### src/rtl/board_reset_seq.sv
// Board reset/power sequencer: debounces reset buttons, qualifies them with PLL lock, and orders DCLO/ACLO to the CPU.
// Latency: a held, masked button falls btn_db_n 2+DB_CYCLES edges after first sample; the FSM reacts one edge later.
// Backpressure: none; this is a free-running control block with registered outputs only.
module board_reset_seq #(
  parameter int NBTN      = 3,
  parameter int DB_CYCLES = 50000,
  parameter int T_DCLO    = 256,
  parameter int T_ACLO    = 1024,
  parameter int T_PFAIL   = 4096
) (
  input  logic            clk,
  input  logic            rst_n,
  input  logic [NBTN-1:0] btn_n,
  input  logic [NBTN-1:0] btn_mask,
  input  logic            pll_lock,
  output logic            dclo,
  output logic            aclo,
  output logic            sys_rst_n,
  output logic [2:0]      seq_state,
  output logic [NBTN-1:0] btn_db_n
);

  localparam int T_MAX = (T_DCLO >= T_ACLO) ? ((T_DCLO >= T_PFAIL) ? T_DCLO : T_PFAIL)
                                            : ((T_ACLO >= T_PFAIL) ? T_ACLO : T_PFAIL);
  localparam int SCW = $clog2(T_MAX) + 1;
  localparam int DCW = $clog2(DB_CYCLES + 1);

  localparam logic [SCW-1:0] DCLO_END  = SCW'(T_DCLO - 1);
  localparam logic [SCW-1:0] ACLO_END  = SCW'(T_ACLO - 1);
  localparam logic [SCW-1:0] PFAIL_END = SCW'(T_PFAIL - 1);
  localparam logic [DCW-1:0] DB_LAST   = DCW'(DB_CYCLES);

  typedef enum logic [2:0] {
    WAIT_LOCK = 3'd0,
    DCLO_HOLD = 3'd1,
    ACLO_HOLD = 3'd2,
    RUN       = 3'd3,
    PFAIL     = 3'd4,
    OFF       = 3'd5
  } state_t;

  logic [NBTN-1:0] sync1;
  logic [NBTN-1:0] sync2;
  logic [DCW-1:0]  db_cnt [NBTN];
  logic            req;
  state_t          state;
  state_t          nxt;
  logic [SCW-1:0]  cnt;
  logic            dclo_nxt;
  logic            aclo_nxt;

  // Two-flop synchroniser for the raw asynchronous buttons; idle level is released (1).
  always_ff @(posedge clk or negedge rst_n) begin
    if (!rst_n) begin
      sync1 <= '1;
      sync2 <= '1;
    end else begin
      sync1 <= btn_n;
      sync2 <= sync1;
    end
  end

  // Per-channel debounce: the new level must stay different for DB_CYCLES cycles after it is first seen.
  always_ff @(posedge clk or negedge rst_n) begin
    if (!rst_n) begin
      btn_db_n <= '1;
      for (int i = 0; i < NBTN; i++) db_cnt[i] <= '0;
    end else begin
      for (int i = 0; i < NBTN; i++) begin
        if (sync2[i] == btn_db_n[i]) begin
          db_cnt[i] <= '0;
        end else if (db_cnt[i] == DB_LAST) begin
          btn_db_n[i] <= ~btn_db_n[i];
          db_cnt[i]   <= '0;
        end else begin
          db_cnt[i] <= db_cnt[i] + 1'b1;
        end
      end
    end
  end

  assign req = |(~btn_db_n & btn_mask);

  // Next-state selection; lock loss overrides everything, req beats timer expiry in the hold states.
  always_comb begin
    nxt = state;
    if (!pll_lock) begin
      nxt = WAIT_LOCK;
    end else begin
      case (state)
        WAIT_LOCK: nxt = DCLO_HOLD;
        DCLO_HOLD: if (req) nxt = OFF; else if (cnt == DCLO_END) nxt = ACLO_HOLD;
        ACLO_HOLD: if (req) nxt = OFF; else if (cnt == ACLO_END) nxt = RUN;
        RUN:       if (req) nxt = PFAIL;
        PFAIL:     if (cnt == PFAIL_END) nxt = OFF;
        OFF:       if (!req) nxt = DCLO_HOLD;
        default:   nxt = WAIT_LOCK;
      endcase
    end
  end

  // Output levels for the state being entered, so outputs move on the same edge as the state.
  always_comb begin
    dclo_nxt = 1'b1;
    aclo_nxt = 1'b1;
    case (nxt)
      ACLO_HOLD: dclo_nxt = 1'b0;
      RUN: begin
        dclo_nxt = 1'b0;
        aclo_nxt = 1'b0;
      end
      PFAIL:     dclo_nxt = 1'b0;
      default: ;
    endcase
  end

  // Sequencer state, dwell counter and registered outputs.
  always_ff @(posedge clk or negedge rst_n) begin
    if (!rst_n) begin
      state     <= WAIT_LOCK;
      cnt       <= '0;
      dclo      <= 1'b1;
      aclo      <= 1'b1;
      sys_rst_n <= 1'b0;
      seq_state <= 3'd0;
    end else begin
      state     <= nxt;
      dclo      <= dclo_nxt;
      aclo      <= aclo_nxt;
      sys_rst_n <= ~dclo_nxt;
      seq_state <= nxt;
      if (nxt != state) begin
        cnt <= '0;
      end else if (state == DCLO_HOLD || state == ACLO_HOLD || state == PFAIL) begin
        cnt <= cnt + 1'b1;
      end
    end
  end

endmodule

### config.mk
export PLATFORM = sky130hd
export DESIGN_NAME = board_reset_seq
export DESIGN_NICKNAME = d
export VERILOG_FILES = /design/src/rtl/board_reset_seq.sv
export SDC_FILE = /design/constraint.sdc
export NUM_CORES = 1
export LEC_CHECK = 0
export BUFFER_PORTS_ARGS = -buffer_cell sky130_fd_sc_hd__buf_4
export CORE_ASPECT_RATIO = 1.25
export CORE_MARGIN = 2
export CORE_UTILIZATION = 29
export DETAILED_ROUTE_END_ITERATION = 8
export SKIP_CTS_REPAIR_TIMING = 1
export SYNTH_ARGS = -nofsm -noshare
export SYNTH_HDL_FRONTEND = slang
export SYNTH_SLANG_ARGS = --single-unit
### constraint.sdc
create_clock -name clk -period 3.1 [get_ports clk]
set_clock_uncertainty 0.2 [all_clocks]
set_input_delay 0 -clock clk [delete_from_list [all_inputs] [get_ports clk]]
set_output_delay 0 -clock clk [all_outputs]
set_load 0.02 [all_outputs]
; ---- Word level (Yosys, flattened, before mapping)
; Index checks and enable logic that the tools add are counted.
[totals]
ff_bits = 76
word_cells = 71
input_bits = 9
[op_classes]
n_eq_ne = 18
n_bitwise = 8
n_addsub = 4
n_mux = 19
reduce_logical = 9
[ops]
columns = op, n
row1 = 16-bit 2-to-1 mux, 6
row2 = 16-bit by 1-bit adder with 16-bit output (second input constant), 3
row3 = 16-bit == test (second input constant), 3
row4 = 13-bit 2-to-1 mux, 2
row5 = 3-bit 2-to-1 mux, 8
row6 = 3-bit case mux with 6 select lines, 1
row7 = 13-bit by 1-bit adder with 13-bit output (second input constant), 1
row8 = 13-bit by 10-bit == test with 1-bit output (second input constant), 1
row9 = 13-bit by 12-bit == test with 1-bit output (second input constant), 1
row10 = 13-bit by 8-bit == test with 1-bit output (second input constant), 1
row11 = 3-bit by 2-bit == test with 1-bit output (second input constant), 4
row12 = 3-bit == test (second input constant), 3
row13 = 1-bit inverter, 6
row14 = 2-bit AND reduction, 3
row15 = 3-bit OR reduction, 2
row16 = 3-bit bitwise AND, 1
row17 = 1-bit == test, 3
row18 = 3-bit by 1-bit == test with 1-bit output (second input constant), 1
row19 = 3-bit logical NOT, 1
row20 = 3-bit inequality test, 1
row21 = 3-bit inverter, 1
row22 = 1-bit logical OR, 2
row23 = 1-bit 2-to-1 mux, 2
row24 = 2-bit nonzero test, 1

; ---- Logic depth before layout (Yosys ltp)
[depth]
ltp_word = 9
mapped_depth = 8
mapped_depth_nobuf = 7

; ---- Worst setup path after synthesis
; No wires, ideal clock.
[synth_path]
path_kind = reg2reg
startpoint = reg btn_db_n[0]
endpoint = reg cnt[10]
setup_time_ns = 0.131
path_slack_ns = 0.788
path_stages_with_launch = 8
t_arrival_ns = 1.981
path_buffers = 1
t_required_ns = 2.769
cell_sequence = dfstp_2 > nand2b_1 > o221ai_1 > o31a_1 > o221a_2 > nor3_2 > buf_2 > nor4_2
[synth_between]
elab_chain_len = 8
word_cells_on_any_way = 12
[synth_lines]
columns = item, line_no
row1 = from (decl), 20  ; output logic [NBTN-1:0] btn_db_n
row2 = "from (signal, indexed assignment)", 73  ; btn_db_n[i] <= ~btn_db_n[i];
row3 = 3-bit inverter (*), 82  ; assign req = |(~btn_db_n & btn_mask);
row4 = 3-bit bitwise AND (*), 82
row5 = 3-bit OR reduction (*), 82
row6 = "3-bit 2-to-1 mux, on equally long branches", -
row7 = 3-bit case mux with 6 select lines (*), 90  ; case (state)
row8 = 3-bit 2-to-1 mux (*), 87  ; if (!pll_lock) begin
row9 = 3-bit inequality test (*), 132  ; if (nxt != state) begin
row10 = 13-bit 2-to-1 mux or 2-bit nonzero test (tied branches), -
row11 = to (signal assigned), 135  ; cnt <= cnt + 1'b1;
row12 = to (decl), 48  ; logic [SCW-1:0] cnt;
; Mark *: on every way between the ends. The rest lies on a longest branch, timed or not.
; A chain may end at the register's enable or synchronous reset.

; ---- Worst setup path after layout
[layout_path]
startpoint = reg btn_db_n[0]
endpoint = reg cnt[2]
; Same word-level chain as after synthesis.

==> flow_summary.json <==
{
  "status": "complete, no violations",
  "yosysUniqueCellTypes": 42,
  "wirelength_mm": 7.033,
  "max_freq_mhz": 380.9,
  "dpl.hpwl_mm": 4.839,
  "cp.required_ns": 3.08,
  "io_pins": 18,
  "synth-seq-cells": 76,
  "cts_tree": "yes",
  "avgSynthCellArea_um2": 10.24,
  "core-area_um2": 12660,
  "seq_power_share": 0.481,
  "grt_max_degree": 77,
  "cp_slowest_cell": "nor3_4",
  "multi_input_area_um2": 1743,
  "tightest_slew_ns": 0.9416,
  "antenna_cells": 0,
  "rsz0062_at_grt": "no",
  "crit_path_max_fanout": 13,
  "layout.nets": 408,
  "cts_made_buffers": 9,
  "syn_inst": 367,
  "p_int_mw": 1.648,
  "comb_power_share": 0.061,
  "floorplan.initialDensity": 0.2967,
  "grtUsageTotal": 0.1113,
  "grt_pass1_vias": 2714,
  "synth-seq-area-share": 0.5098,
  "powerDensity_nw_per_um2": 493.2,
  "rows": 46,
  "setup_violations": 0,
  "drt_first_pass_iters": 5,
  "start_kind": "flop",
  "drive_above_1_share": 0.1562,
  "antenna_left": 0,
  "arrival_ns": 2.61,
  "setup-tns-final_ns": 0,
  "cts_num_sinks": 76,
  "area_growth_pct": 17.18,
  "place_congestion": 0.7878,
  "cap_violations": 0,
  "clk_pin_slew_ns": 0.06,
  "clockRootBuffer": "clkbuf_16",
  "overflow": 0,
  "fp.dieH_um": 131.3,
  "syn_area_um2": 3757,
  "hold_viol": 0,
  "drc_errors": 0,
  "vias": 2725,
  "final_common_cell": "dfrtp_1",
  "ir_drop_mv": 0.2040,
  "regArea_um2": 1916,
  "async_flop_share": 1.000,
  "via_per_inst": 4.823,
  "htreeDepth": 3,
  "final_cell_mix": "dfrtp_1 (65), nor2_1 (50), xor2_1 (41)",
  "drtIter0Drc": 148,
  "critPathCaptureType": "flop",
  "power.switching_mw": 0.5236,
  "p_leak_nw": 1.873,
  "finalMaxSlewViolations": 0,
  "synth_nets": 383,
  "insertion_delay_ns": 0.34,
  "min_period_ns": 2.625,
  "final_critical_path_setup_slack_ns": 0.4746,
  "routedWlPerCell_um": 12.45,
  "clkPwrFrac": 0.458,
  "hold_path_class": "primary input to flop",
  "antenna_found_initial": 0,
  "grt_pass1_wl_mm": 12.66,
  "critPathKind": "flop to flop",
  "path_cells": "nand2b_1 -> o221ai_1 -> o31a_1 -> o221a_2 -> nor3_4 -> nor4_1",
  "yosysWarnings": 0,
  "p_sw_frac": 0.2411,
  "dieArea_um2": 13890,
  "final.fill_count": 1293,
  "synth_edf_count": 0,
  "die_x_um": 105.8,
  "portBuffers": 17,
  "post-place-ws_ns": 0.1822,
  "cts_buffer_depth": 2,
  "slew_headroom": 0.3723,
  "max_stage_delay_ns": 0.56,
  "final.period_utilization": 0.8469,
  "synthFlopType": "dfrtp_1"
}
[per-layer routing]
metal,vias up,global-route usage,share of wire
li1,1335,-,-
met1,1342,0.1439,0.47
met2,35,0.1749,0.48
met3,13,0.03224,0.038
met4,0,0.04386,0.018
met5,-,0,0
[area by class of cell]
class,instances,share of cell area
timing repair buffer,24,0.04376
inverter,14,0.01194
multi-input combinational,267,0.3959
clock buffer,11,0.05740
clock inverter,5,0.008241
tap,168,0.04774
sequential,76,0.4351
[Yosys cell counts (2+ instances only)]
cell      count  share of area
buf_2         3         0.0040
nor4b_1       4         0.0093
nand4_1      12          0.020
a31oi_1       2         0.0033
nand3_1      30          0.040
o21ai_0       8          0.011
nor4_2       10          0.033
xor2_1       41          0.096
inv_1        14          0.014
nor2b_1       3         0.0050
xnor2_1      11          0.026
nand2_1      26          0.026
nor4_1        8          0.013
dfstp_2      11          0.077
and4_1        5          0.012
or3_1         7          0.012
a21oi_1       8          0.011
and3_1       12          0.020
nor3_1        4         0.0053
nor2_1       50          0.050
dfrtp_1      65           0.43
ha_1          7          0.023
mux2_2        3         0.0090
clkbuf_1      5         0.0050
[power groups by stage]
stage / Sequential [mW] / Combinational (mW) / Clock [mW]
after floorplan: 1.05 / 0.0815 / 0
after global placement: 1.06 / 0.125 / 0
after detailed placement: 1.06 / 0.129 / 0
after CTS: 1.04 / 0.131 / 1.01
after global routing: 1.05 / 0.153 / 1.06
final: 1.04 / 0.133 / 0.994
[state kept, by name, indices dropped and copies added (netlist names)]
name	cells
aclo	1
state	3
btn_db_n	3
dclo	1
sys_rst_n	1
sync1	3
sync2	3
db_cnt	48
cnt	13
[worst max-delay path: cells and delay by family (launching register included)]
| family | cells | cell delay (ns) |
|---|---|---|
| AO/OA/AOI/OAI | 3 | 0.92 |
| AND/OR/NAND/NOR | 3 | 0.79 |
| flip-flops | 1 | 0.55 |
[logic make-up after synthesis]
| family | synth area share |
|---|---|
| and+or+nand+nor | 0.2594 |
| AOI/OAI and AO/OA | 0.04662 |
| xor gates and xnor gates | 0.1212 |
| muxes | 0.01165 |
| buffers and inverters | 0.02797 |
| adders and majority gates | 0.02331 |
| DFF | 0.5098 |
[per-stage QoR]
stage / cells / hold slack (ns) / total power, mW / util / area [um2]
floorplan: 367 / -0.4956 / 1.135 / - / 3757
global placement: 544 / -0.08722 / 1.186 / 0.3205 / 4058
detailed placement: 544 / -0.09041 / 1.190 / 0.3205 / 4058
CTS: 560 / -0.4370 / 2.188 / 0.3433 / 4347
global route: 565 / 0.1096 / 2.260 / 0.3477 / 4403
finish: 565 / 0.1082 / 2.171 / 0.3477 / 4403
[final timing paths]
check                            start  cells after the start         end  slack, ns
setup / recovery           btn_db_n[0]                      6      cnt[2]       0.47
max in group asynchronous        rst_n                      2      cnt[8]       1.94
setup reg to reg           btn_db_n[0]                      6      cnt[2]       0.47
hold / removal                btn_n[1]                      2    sync1[1]       0.11
min in group asynchronous        rst_n                      2  db_cnt[25]       0.14
hold reg to reg               sync1[0]                      0    sync2[0]       0.15
(Power assumes the default switching activity.)
